--- src/rtl/fifo_uart_pkg.sv ---
// Shared state encodings and frame-length constants for the FIFO-fed UART transmitter.
package fifo_uart_pkg;

   localparam logic [2:0] ST_IDLE   = 3'd0;
   localparam logic [2:0] ST_POP    = 3'd1;
   localparam logic [2:0] ST_LOAD   = 3'd2;
   localparam logic [2:0] ST_START  = 3'd3;
   localparam logic [2:0] ST_DATA   = 3'd4;
   localparam logic [2:0] ST_PARITY = 3'd5;
   localparam logic [2:0] ST_STOP   = 3'd6;

   localparam int DATA_W_DEF       = 8;
   localparam int FRAME_BITS_NOPAR = DATA_W_DEF + 2;
   localparam int FRAME_BITS_PAR   = DATA_W_DEF + 3;

   function automatic int frame_cycles(input int clk_div, input bit parity_en);
      return (parity_en ? FRAME_BITS_PAR : FRAME_BITS_NOPAR) * clk_div;
   endfunction

endpackage

--- src/rtl/uart_baud_gen.sv ---
// Bit-period timer: counts 0..CLK_DIV-1, tick on the last cycle of each bit.
// Held at zero while clear is high so every bit period starts aligned.
module uart_baud_gen #(
   parameter int CLK_DIV = 16
) (
   input  logic clk,
   input  logic rst,
   input  logic clear,
   output logic tick
);

   localparam int              CW   = $clog2(CLK_DIV);
   localparam logic [CW-1:0]   LAST = CW'(CLK_DIV - 1);

   logic [CW-1:0] cnt;

   assign tick = (cnt == LAST) && !clear;

   always_ff @(posedge clk) begin
      if (rst || clear) begin
         cnt <= '0;
      end else if (tick) begin
         cnt <= '0;
      end else begin
         cnt <= cnt + 1'b1;
      end
   end

endmodule

--- src/rtl/fifo_uart_tx.sv ---
// Pops one byte at a time from the FIFO read port and sends it as a start/data/stop frame on txd.
// Latency: rd_en at cycle N, start bit at N+2; FIFO empty or tx_en low holds the line idle.
// Optional even parity bit after the data bits when FIFO_UART_TX_PARITY_EN is defined.
module fifo_uart_tx
   import fifo_uart_pkg::*;
#(
   parameter int CLK_DIV = 16,
   parameter int DATA_W  = DATA_W_DEF
) (
   input  logic              clk,
   input  logic              rst,
   input  logic              tx_en,
   input  logic              fifo_empty,
   input  logic [DATA_W-1:0] rd_data,
   output logic              rd_en,
   output logic              txd,
   output logic              busy,
   output logic              frame_done
);

   localparam int            BW       = (DATA_W > 1) ? $clog2(DATA_W) : 1;
   localparam logic [BW-1:0] LAST_BIT = BW'(DATA_W - 1);

   logic [2:0]        state;
   logic [DATA_W-1:0] shreg;
   logic [BW-1:0]     bit_cnt;
   logic              tick;
   logic              baud_clear;
`ifdef FIFO_UART_TX_PARITY_EN
   logic              parity_bit;
`endif

   // The bit timer only runs while a frame is on the line.
   assign baud_clear = (state == ST_IDLE) || (state == ST_POP) || (state == ST_LOAD);

   uart_baud_gen #(
      .CLK_DIV (CLK_DIV)
   ) u_baud (
      .clk   (clk),
      .rst   (rst),
      .clear (baud_clear),
      .tick  (tick)
   );

   always_ff @(posedge clk) begin
      if (rst) begin
         state   <= ST_IDLE;
         shreg   <= '0;
         bit_cnt <= '0;
`ifdef FIFO_UART_TX_PARITY_EN
         parity_bit <= 1'b0;
`endif
      end else begin
         case (state)
            ST_IDLE: begin
               if (tx_en && !fifo_empty) state <= ST_POP;
            end
            ST_POP: state <= ST_LOAD;
            ST_LOAD: begin
               shreg   <= rd_data;
               bit_cnt <= '0;
`ifdef FIFO_UART_TX_PARITY_EN
               parity_bit <= ^rd_data;
`endif
               state   <= ST_START;
            end
            ST_START: begin
               if (tick) state <= ST_DATA;
            end
            ST_DATA: begin
               if (tick) begin
                  shreg   <= shreg >> 1;
                  bit_cnt <= bit_cnt + 1'b1;
                  if (bit_cnt == LAST_BIT) begin
`ifdef FIFO_UART_TX_PARITY_EN
                     state <= ST_PARITY;
`else
                     state <= ST_STOP;
`endif
                  end
               end
            end
`ifdef FIFO_UART_TX_PARITY_EN
            ST_PARITY: begin
               if (tick) state <= ST_STOP;
            end
`endif
            ST_STOP: begin
               if (tick) state <= ST_IDLE;
            end
            default: state <= ST_IDLE;
         endcase
      end
   end

   always_comb begin
      txd = 1'b1;
      case (state)
         ST_START: txd = 1'b0;
         ST_DATA:  txd = shreg[0];
`ifdef FIFO_UART_TX_PARITY_EN
         ST_PARITY: txd = parity_bit;
`endif
         default:  txd = 1'b1;
      endcase
   end

   assign rd_en      = (state == ST_POP);
   assign busy       = (state != ST_IDLE);
   assign frame_done = (state == ST_STOP) && tick;

endmodule

--- config.mk ---
export PLATFORM = sky130hd
export DESIGN_NAME = fifo_uart_tx
export DESIGN_NICKNAME = d
export VERILOG_FILES = /design/src/rtl/fifo_uart_pkg.sv /design/src/rtl/uart_baud_gen.sv /design/src/rtl/fifo_uart_tx.sv
export SDC_FILE = /design/constraint.sdc
export NUM_CORES = 1
export LEC_CHECK = 0
export CAP_MARGIN = 20
export CORE_ASPECT_RATIO = 1.1
export CORE_MARGIN = 10
export CORE_UTILIZATION = 51
export CTS_CLUSTER_DIAMETER = 150
export CTS_CLUSTER_SIZE = 30
export DETAILED_ROUTE_END_ITERATION = 8
export PLACE_DENSITY = 0.85
export SLEW_MARGIN = 40
export SYNTH_ARGS = -nofsm -noshare
export SYNTH_HDL_FRONTEND = slang
export SYNTH_SLANG_ARGS = --single-unit
--- constraint.sdc ---
create_clock -name clk -period 1.7 [get_ports clk]
set_clock_uncertainty 0.15 [all_clocks]
set_input_delay 0.34 -clock clk [delete_from_list [all_inputs] [get_ports clk]]
set_output_delay 0.34 -clock clk [all_outputs]
set_load 0.005 [all_outputs]
# ---- After elaboration in Yosys (flattened, before gate mapping)
# Cells that the tools add are included.
dict set report word_totals {
  ff_bits 18
  latchBits 0
  mem_bits_rw 0
  mem_bits_ro 0
  in_bits 12
  out_inout_bits 4
  elab_cells 43
  mem_count 0
}
dict set report op_classes {
  add_sub_neg 2
  mul 0
  div 0
  n_lt_le_gt_ge 0
  eq_ne 12
  n_shift 0
  n_mux 11
  bitwise_logic 0
  n_reduce_logical 14
}
# op n
set ops {}
lappend ops {{$mux W3} 6}
lappend ops {{$pmux W3 S6} 1}
lappend ops {{$pmux W8 S2} 1}
lappend ops {{$eq A3 B3 Y1 const B} 3}
lappend ops {{$mux W8} 1}
lappend ops {{$ne A2 B2 Y1 const B} 4}
lappend ops {{$eq A3 B2 Y1 const B} 2}
lappend ops {{$pmux W3 S2} 1}
lappend ops {{$reduce_and A5 Y1} 1}
lappend ops {{$add A4 B1 Y4 const B} 1}
lappend ops {{$eq A4 B4 Y1 const B} 1}
lappend ops {{$add A3 B1 Y3 const B} 1}
lappend ops {{$eq A3 B1 Y1 const B} 1}
lappend ops {{$logic_and A1 B1 Y1} 3}
lappend ops {{$logic_not A3 Y1} 1}
lappend ops {{$logic_or A1 B1 Y1} 3}
lappend ops {{$reduce_bool A3 Y1} 1}
lappend ops {{$logic_not A1 Y1} 2}
lappend ops {{$ne A2 B1 Y1 const B} 1}
lappend ops {{$pmux W1 S2} 1}
lappend ops {{$reduce_and A2 Y1} 1}
lappend ops {{$reduce_bool A2 Y1} 1}
lappend ops {{$reduce_or A2 Y1} 1}

# ---- Logic depth before layout (Yosys ltp)
# Gate-level depths: netlist of run 1.
dict set report depth {
  word_depth 7
  depth_mapped 5
  depth_no_buf 4
}

# ---- Modules after synthesis
# Synthesis of run 1 repeated with hierarchy kept, for this count alone.
dict set report hier_totals {
  hier_cells 92
  hier_area_um2 853.3
}
# module n_inst cells_each area_per_inst_um2 seq_area_each_um2
set modules_own_cells {}
lappend modules_own_cells {fifo_uart_tx 1 76 695.7 280.3}
lappend modules_own_cells {uart_baud_gen 1 16 157.7 80.1}

# ---- Least setup slack after synthesis of run 1
# Ideal clock, no wire load.
dict set report synth_timing {
  path_type {reg-to-output}
  from {reg u_baud.cnt[0]}
  to {out frame_done}
  t_arrival_ps 1148
  required_time_ps 1210
  path_slack_ps 62
  stages_incl_launch_ff 5
  path_cell_list {dfxtp_1 > ha_1 > and3_1 > buf_2 > and3_1}
}
dict set report synth_between {
  elab_chain_cells 3
}
# item line_no
set synth_rtl {}
lappend synth_rtl {{from (decl)} uart_baud_gen.sv:15} ;# logic [CW-1:0] cnt;
lappend synth_rtl {{from (signal assigned)} uart_baud_gen.sv:25} ;# cnt <= cnt + 1'b1;
lappend synth_rtl {{$eq A4 B4 Y1} uart_baud_gen.sv:17} ;# assign tick = (cnt == LAST) && !clear;
lappend synth_rtl {{$logic_and A1 B1 Y1} uart_baud_gen.sv:17}
lappend synth_rtl {{$logic_and A1 B1 Y1} fifo_uart_tx.sv:110} ;# assign frame_done = (state == ST_STOP) && tick;
lappend synth_rtl {{to (decl)} fifo_uart_tx.sv:18} ;# output logic frame_done
# No other way between the ends.

# ---- Final worst setup path of run 1
dict set report layout_timing {
  from {reg state[1]}
  to {out txd}
}
dict set report layout_between {
  elab_chain_cells 2
  elab_cells_between_ends 3
  cone_classes {eq/ne: 2; mux: 1}
}
# item line_no
set layout_rtl {}
lappend layout_rtl {{from (decl)} fifo_uart_tx.sv:24} ;# logic [2:0] state;
lappend layout_rtl {{from (signal assigned)} fifo_uart_tx.sv:47} ;# state <= ST_IDLE;
lappend layout_rtl {{from (signal assigned)} fifo_uart_tx.sv:56} ;# if (tx_en && !fifo_empty) state <= ST_POP;
lappend layout_rtl {{from (signal assigned)} fifo_uart_tx.sv:58} ;# ST_POP: state <= ST_LOAD;
lappend layout_rtl {{$eq A3 B3 Y1 or $eq A3 B2 Y1 (tied branches)} fifo_uart_tx.sv:98} ;# case (state)
lappend layout_rtl {{$pmux W1 S2 (*)} fifo_uart_tx.sv:98}
lappend layout_rtl {{to (decl)} fifo_uart_tx.sv:16} ;# output logic txd,
# Every way passes the cells marked *; elsewhere a longest branch is shown, timed or not.

==> results of run 1 <==
[state kept, by name (all words and copies together), names as in the netlist]
name        cells
u_baud.cnt      4
state           3
shreg           8
bit_cnt         3
[synthesized netlist by cell type (2+ instances only)]
cell type and count:
nor2b_1 3, and3_1 2, nor2_1 2, a21oi_1 6, inv_1 2, o2bb2ai_1 2
nand3_1 3, ha_1 3, nor4_1 2, nor3b_2 2, a211oi_1 14, a2111oi_0 2
nor3_1 3, clkbuf_1 3, buf_6 2, o21ai_0 2, nand2b_1 5, buf_2 4
a22oi_1 8, dfxtp_1 18
[routing by layer]
layer  share of wire  up-vias  wire length (um)  global-route usage
met5               0        -                 0                   0
met4           0.022        0                65             0.07542
met3           0.045        7               134             0.04038
met2            0.53       27              1576              0.2657
met1            0.40      499              1196              0.1711
li1                -      487                 -                   -
[timing repair]
item                       4_1_cts  5_1_grt
gates resized for setup         28        8
pin swaps                        4        4
cloned                           0        0
setup endpoints to repair        4       15
buffers inserted                 3        0
[metrics by stage]
step                      setup slack, ps    util
after global placement             -128.6  0.7063
final                              -104.1  0.7604
after detailed placement           -158.8  0.7063
after floorplan                     61.85       -
after CTS                          -111.4  0.7493
after global routing               -146.5  0.7604
[power groups by stage]
stage | Sequential [mW] | Combinational, mW | Clock (mW)
after floorplan | 0.464 | 0.0967 | 0
after global placement | 0.463 | 0.190 | 0
after CTS | 0.457 | 0.199 | 0.215
after global routing | 0.461 | 0.235 | 0.230
final | 0.459 | 0.216 | 0.217
after detailed placement | 0.466 | 0.198 | 0
[tightest hold or removal path, stage by stage, from the launching register on]
cell	delay (ps)
dfxtp_1	330
nand2b_1	60
o2bb2ai_1	60
[kinds of logic (layout without fill, tap and decap cells)]
| logic type | after synthesis | count (layout) | synth area share |
|---|---|---|---|
| AOI/OAI and AO/OA | 41 | 41 | 0.3162 |
| DFF | 18 | 18 | 0.3702 |
| adders and majority gates | 3 | 3 | 0.03856 |
| and+or+nand+nor | 29 | 29 | 0.1941 |
| xor gates and xnor gates | 2 | 2 | 0.01800 |
| buffers and inverters | 11 | 47 | 0.06298 |
[layout make-up]
class / count / area share
inverter: 2 / 0.005479
multi-input combinational: 75 / 0.4356
timing repair buffer: 42 / 0.2584
sequential: 18 / 0.2676
clock buffer: 3 / 0.01644
tap: 18 / 0.01644
[worst max-delay path by stage]
stage            endpoint  cells after the start  slack (ps)          start
2_1_floorplan  frame_done                      4          60  u_baud.cnt[0]
3_3_place_gp   frame_done                      4        -130  u_baud.cnt[0]
3_5_place_dp     state[0]                      5        -160          tx_en
4_1_cts               txd                      4        -110       state[0]
5_1_grt               txd                      4        -150       state[1]
6_report              txd                      4        -100       state[1]
==> results_dict.tcl, run 1 <==
set metrics [dict create \
    status "finished, violations left" \
    violations "setup timing" \
    synth_nets 119 \
    route.final.wire_length_um 2972 \
    layout_nets 157 \
    syn_to_final_growth_pct 40.75 \
    dpl_cell_area_um2 1272 \
    required_ps 1210 \
    cts_sinks 18 \
    ant_nets 0 \
    cp_delay_by_family_top "simple AND/OR/NAND/NOR gates" \
    swShare 0.2796 \
    synthArstFlopShare 0 \
    placed_cells_incl_taps 152 \
    setup_ws_ps -104.1 \
    cts_made_buffers 3 \
    reg2reg_slack_ps -30 \
    internal_power_mw 0.6430 \
    setup-tns-final_ps -397.0 \
    worst-r2r-cell-count 5 \
    avgSynthCellArea_um2 9.360 \
    max_cap_violation_count 0 \
    slew-limit-headroom 0.6338 \
    layout_commonest_cell "buf_4" \
    die_y_um 65.82 \
    ant_diodes 0 \
    dieWidth_um 61.66 \
    post_synth_main_area_contributors "dfxtp_1 37%, a211oi_1 11%, a22oi_1 6.2%" \
    critical_path.n_buffers_inverters 1 \
    layout.cells.most_common_list "23 x buf_4, 14 x a211oi_1, 13 x dfxtp_1, 11 x clkdlybuf4s50_1, 8 x a22oi_1" \
    lkg_pwr_nw 0.5217 \
    synth_enable_flop_cells 0 \
    p_clk_frac 0.244 \
    globalplace.congestion 0.8381 \
    cts_tree "done" \
    drtIter0Drc 38 \
    synthesis.instances 104 \
    multiInputGateArea_um2 596.8 \
    timing.fmax_ghz 0.5543 \
    grt_start_max_net_pins 14 \
    rsz0062_at_grt "true" \
    wl_per_cell_um 18.81 \
    clock_tree.root_cell "clkbuf_4" \
    core_area_um2 1802 \
    grt_pass1_vias 1075 \
    ctsHtreeMaxLevel 1 \
    routed-via-count 1020 \
    drc 0 \
    synth-main-ff-cell "dfxtp_1" \
    rr_endpoint "shreg[2]" \
    initial_utilization 0.5403 \
    postSynthRegisterBits 18 \
    synth_cell_type_count 36 \
    layout-drive-gt1-share 0.3429 \
    mappedNetlistArea_um2 973.4 \
    seq_pwr_share 0.514 \
    num_rows 16 \
    cts.hold.buffers_added 0 \
    die_area_um2 4058 \
    cp_slowest_cell "or3b_1" \
    design_area_um2 1370 \
    worst_hold_path.endpoint "bit_cnt[1]" \
    global_route.overflow_total 0 \
    hold_viol 0 \
    start_kind "register" \
    transition_time_of_the_tightest_slew_check_pin_ps 546.9 \
    power.density_nw_per_um2 651.4 \
    nFillCells 133 \
    vdd.ir_drop.worst_uv 643.2 \
    timing.hold.worst.class "reg2reg" \
    yosys.area.top_type_share 0.3702 \
    clk_pin_slew_ps 100 \
    firstDrtPassIters 4 \
    hold_slack_ps 344.2 \
    yosys_warnings 0 \
    routed_via_density 6.456 \
    worstSetupEndpointType "output pin" \
    yosys.area.top_type "dfxtp_1" \
    cpPeakStageDelay_ps 380 \
    final_max_slew_viol_count 0 \
    finalCritPeriodShare 1.061 \
    hold_start "bit_cnt[1]" \
    num_io_pins 16 \
    whs_path_depth 2 \
    grtUsageTotal 0.1557 \
    finalSetupViolations 10 \
    worstPathCellList "or3b_1, nor2_1, a21oi_1, buf_2" \
    regToRegStartpoint "state[1]" \
    clk_path_buf_depth 2 \
    yosysSeqAreaShare 0.3702 \
    grt_antenna_before_repair 0 \
    period_minus_slack_ps 1804 \
    post-dp-hpwl_um 1969 \
    clk-insertion-delay-late_ps 290 \
    critical_path.max_fanout 3 \
    area.sequential_um2 366.6 \
    port_buffers 15 \
    worstPathArrival_ps 1310 \
    grt_pass1_wl_um 4878 \
    net_sw_power_mw 0.2496 \
    timing_worst_setup_path_type "reg2out" \
    combinational_power_share 0.242 \
    finish.cell_count_without_fillers 158 \
    totalPowerFinal_mw 0.8925 \
]
(Power assumes the default switching activity.)
==> run 2, diff against run 1 <==
--- a/config.mk
+++ b/config.mk
@@ -8,12 +8,14 @@
 export CAP_MARGIN = 20
 export CORE_ASPECT_RATIO = 1.1
 export CORE_MARGIN = 10
-export CORE_UTILIZATION = 51
+export CORE_UTILIZATION = 49
 export CTS_CLUSTER_DIAMETER = 150
 export CTS_CLUSTER_SIZE = 30
 export DETAILED_ROUTE_END_ITERATION = 8
-export PLACE_DENSITY = 0.85
+export HOLD_SLACK_MARGIN = 0.05
+export PLACE_DENSITY = 0.84
 export SLEW_MARGIN = 40
 export SYNTH_ARGS = -nofsm -noshare
 export SYNTH_HDL_FRONTEND = slang
+export SYNTH_HIERARCHICAL = 1
 export SYNTH_SLANG_ARGS = --single-unit
==> run 2 against run 1 <==
The run still ends with setup timing left; via count down 19%; maximum frequency up 1.9%; clock power up 19%; final area down 2.2%; die area down 6.1%; critical endpoint is now frame_done; largest power group unchanged.
==> results_dict.tcl, run 2 <==
set metrics [dict create \
    synthesis.instances 92 \
    route.final.wire_length_um 2240 \
    routed-via-count 829 \
    postSynthRegisterBits 18 \
    cts_tree "done" \
    drc 0 \
    regMostFlops "shreg" \
    worstPathArrival_ps 1280 \
    layout_commonest_cell "buf_4" \
    worstSetupEndpointType "output pin" \
    globalplace.congestion 0.8334 \
    design_area_um2 1340 \
    synthArstFlopShare 0 \
    slew-limit-headroom 0.7863 \
    grt_start_max_net_pins 12 \
    seq_pwr_share 0.524 \
    net_sw_power_mw 0.2091 \
    transition_time_of_the_tightest_slew_check_pin_ps 312.4 \
    finalSetupViolations 3 \
    critical_path.max_fanout 2 \
    synth-main-ff-cell "dfxtp_1" \
    cpPeakStageDelay_ps 370 \
    num_io_pins 16 \
    cp_slowest_cell "dfxtp_2" \
    finalCoreUtilization 0.8302 \
    largestRegisters "shreg x8, u_baud/cnt x4" \
    cp_delay_by_family_top "flip-flops" \
    layout-drive-gt1-share 0.4692 \
    grtUsageTotal 0.1133 \
    rsz0062_at_grt "true" \
    violations "setup timing" \
    synth_enable_flop_cells 0 \
    clk_path_buf_depth 2 \
    synth_nets 107 \
    layout.cells.most_common_list "21 x buf_4, 13 x dfxtp_1, 11 x clkdlybuf4s50_1, 9 x nor3_2, 7 x nor3_1" \
    final_max_slew_viol_count 0 \
    worstPathCellList "ha_4, nand3_4, nor2_4, and4b_1, buf_2" \
    timing.fmax_ghz 0.5648 \
    grt_pass1_vias 850 \
    wl_per_cell_um 15.24 \
    period_minus_slack_ps 1770 \
    clk-insertion-delay-late_ps 290 \
    max_cap_violation_count 0 \
    syn_to_final_growth_pct 57.04 \
    dpl_cell_area_um2 1137 \
    yosys.area.top_type_share 0.4223 \
    nFillCells 100 \
    cts_made_buffers 3 \
    layout_nets 146 \
    ant_nets 0 \
    yosysSeqAreaShare 0.4223 \
    post_synth_main_area_contributors "dfxtp_1 42%, nor3_1 8.2%, o22ai_1 5.1%" \
    grt_antenna_before_repair 0 \
    timing.hold.worst.class "reg2reg" \
    post-synth-top-count-cell "dfxtp_1" \
    die_area_um2 3813 \
    drtIter0Drc 8 \
    netlist_top_cells_count "18 x dfxtp_1, 14 x nor3_1, 7 x nor2_1, 7 x o22ai_1, 5 x nand2_1" \
    clock_tree.root_cell "clkbuf_4" \
    core_area_um2 1614 \
    finalCritPeriodShare 1.041 \
    die_y_um 63.77 \
    avgSynthCellArea_um2 9.275 \
    initial_utilization 0.5287 \
    combinational_power_share 0.179 \
    ant_diodes 0 \
    dieWidth_um 59.79 \
    required_ps 1210 \
    yosys.area.top_type "dfxtp_1" \
    power.density_nw_per_um2 650.5 \
    mappedNetlistArea_um2 853.3 \
    setup_ws_ps -70.49 \
    cts_sinks 18 \
    global_route.overflow_total 0 \
    routed_via_density 5.639 \
    yosys_warnings 6 \
    ctsHtreeMaxLevel 1 \
    internal_power_mw 0.6625 \
    start_kind "register" \
    status "finished, violations left" \
    critical_path.n_buffers_inverters 1 \
    lkg_pwr_nw 0.5420 \
    swShare 0.2399 \
    timing_worst_setup_path_type "reg2out" \
    num_rows 15 \
    totalPowerFinal_mw 0.8716 \
    p_clk_frac 0.297 \
    clk_pin_slew_ps 100 \
    setup-tns-final_ps -151.2 \
    vdd.ir_drop.worst_uv 637.5 \
    synth_cell_type_count 32 \
    largest_register_ffs 8 \
    post-dp-hpwl_um 1516 \
    grt_pass1_wl_um 3615 \
    hold_viol 0 \
    port_buffers 15 \
    firstDrtPassIters 4 \
]
-- run 2: layout make-up --
class                      instances  area [um2]  area share
multi-input combinational         67       560.5      0.4183
tap                               17       21.27     0.01587
sequential                        18       371.6      0.2773
clock buffer                       4       36.28     0.02708
timing repair buffer              41       350.3      0.2614
-- run 2: path summary, 6_finish.rpt --
| kind | slack [ps] | cells after the start | to | start |
|---|---|---|---|---|
| max | -70 | 5 | frame_done | u_baud/cnt[0] |
| min | 330 | 2 | bit_cnt[1] | bit_cnt[1] |
| max reg2reg | 10 | 8 | shreg[5] | u_baud/cnt[0] |
| min reg2reg | 330 | 2 | bit_cnt[1] | bit_cnt[1] |
-- run 2: through the flow --
stage          worst slack [ps]  std cells  hold slack, ps
2_1_floorplan             8.618         92           260.9
3_3_place_gp             -160.3        138           310.5
3_5_place_dp             -198.7        138           322.4
4_1_cts                  -71.15        146           337.6
5_1_grt                  -137.3        147           359.0
6_report                 -70.49        147           333.8
-- run 2: cell families (layout without fill, tap and decap cells) --
kind of cell             after synthesis  in the layout  synth area share
multiplexers                           2              2           0.02346
XOR/XNOR                               2              2           0.02053
adder cells (fa/ha/maj)                4              4           0.05572
flip-flops                            18             18            0.4223
AND/OR/NAND/NOR                       44             44            0.3094
buffers and inverters                  7             45           0.05277
AO/OA/AOI/OAI                         15             15            0.1158
-- run 2: timing repair --
action	in CTS	in global routing
gates cloned	0	0
endpoints found under the setup margin	9	15
hold buffers	0	0
buffers inserted	6	1
gates resized for setup	33	16
pin swaps	6	5
-- run 2: metal layers --
metal / share of wire / global-route usage
met2: 0.51 / 0.1972
met3: 0.048 / 0.02767
met5: 0 / 0
met4: 0.0045 / 0.03933
met1: 0.44 / 0.1276
-- run 2: tightest hold or removal path: cells and delay by family (launching register included) --
family             cells  cell delay [ps]
and+or+nand+nor        1               60
DFF                    1              330
AOI/OAI and AO/OA      1               60
-- run 2: power by group through the flow --
stage               Clock [mW]  Combinational, mW  Sequential (mW)
global placement             0              0.130            0.461
detailed placement           0              0.133            0.462
floorplan                    0             0.0710            0.458
CTS                      0.264              0.144            0.455
global route             0.280              0.169            0.459
finish                   0.259              0.156            0.457
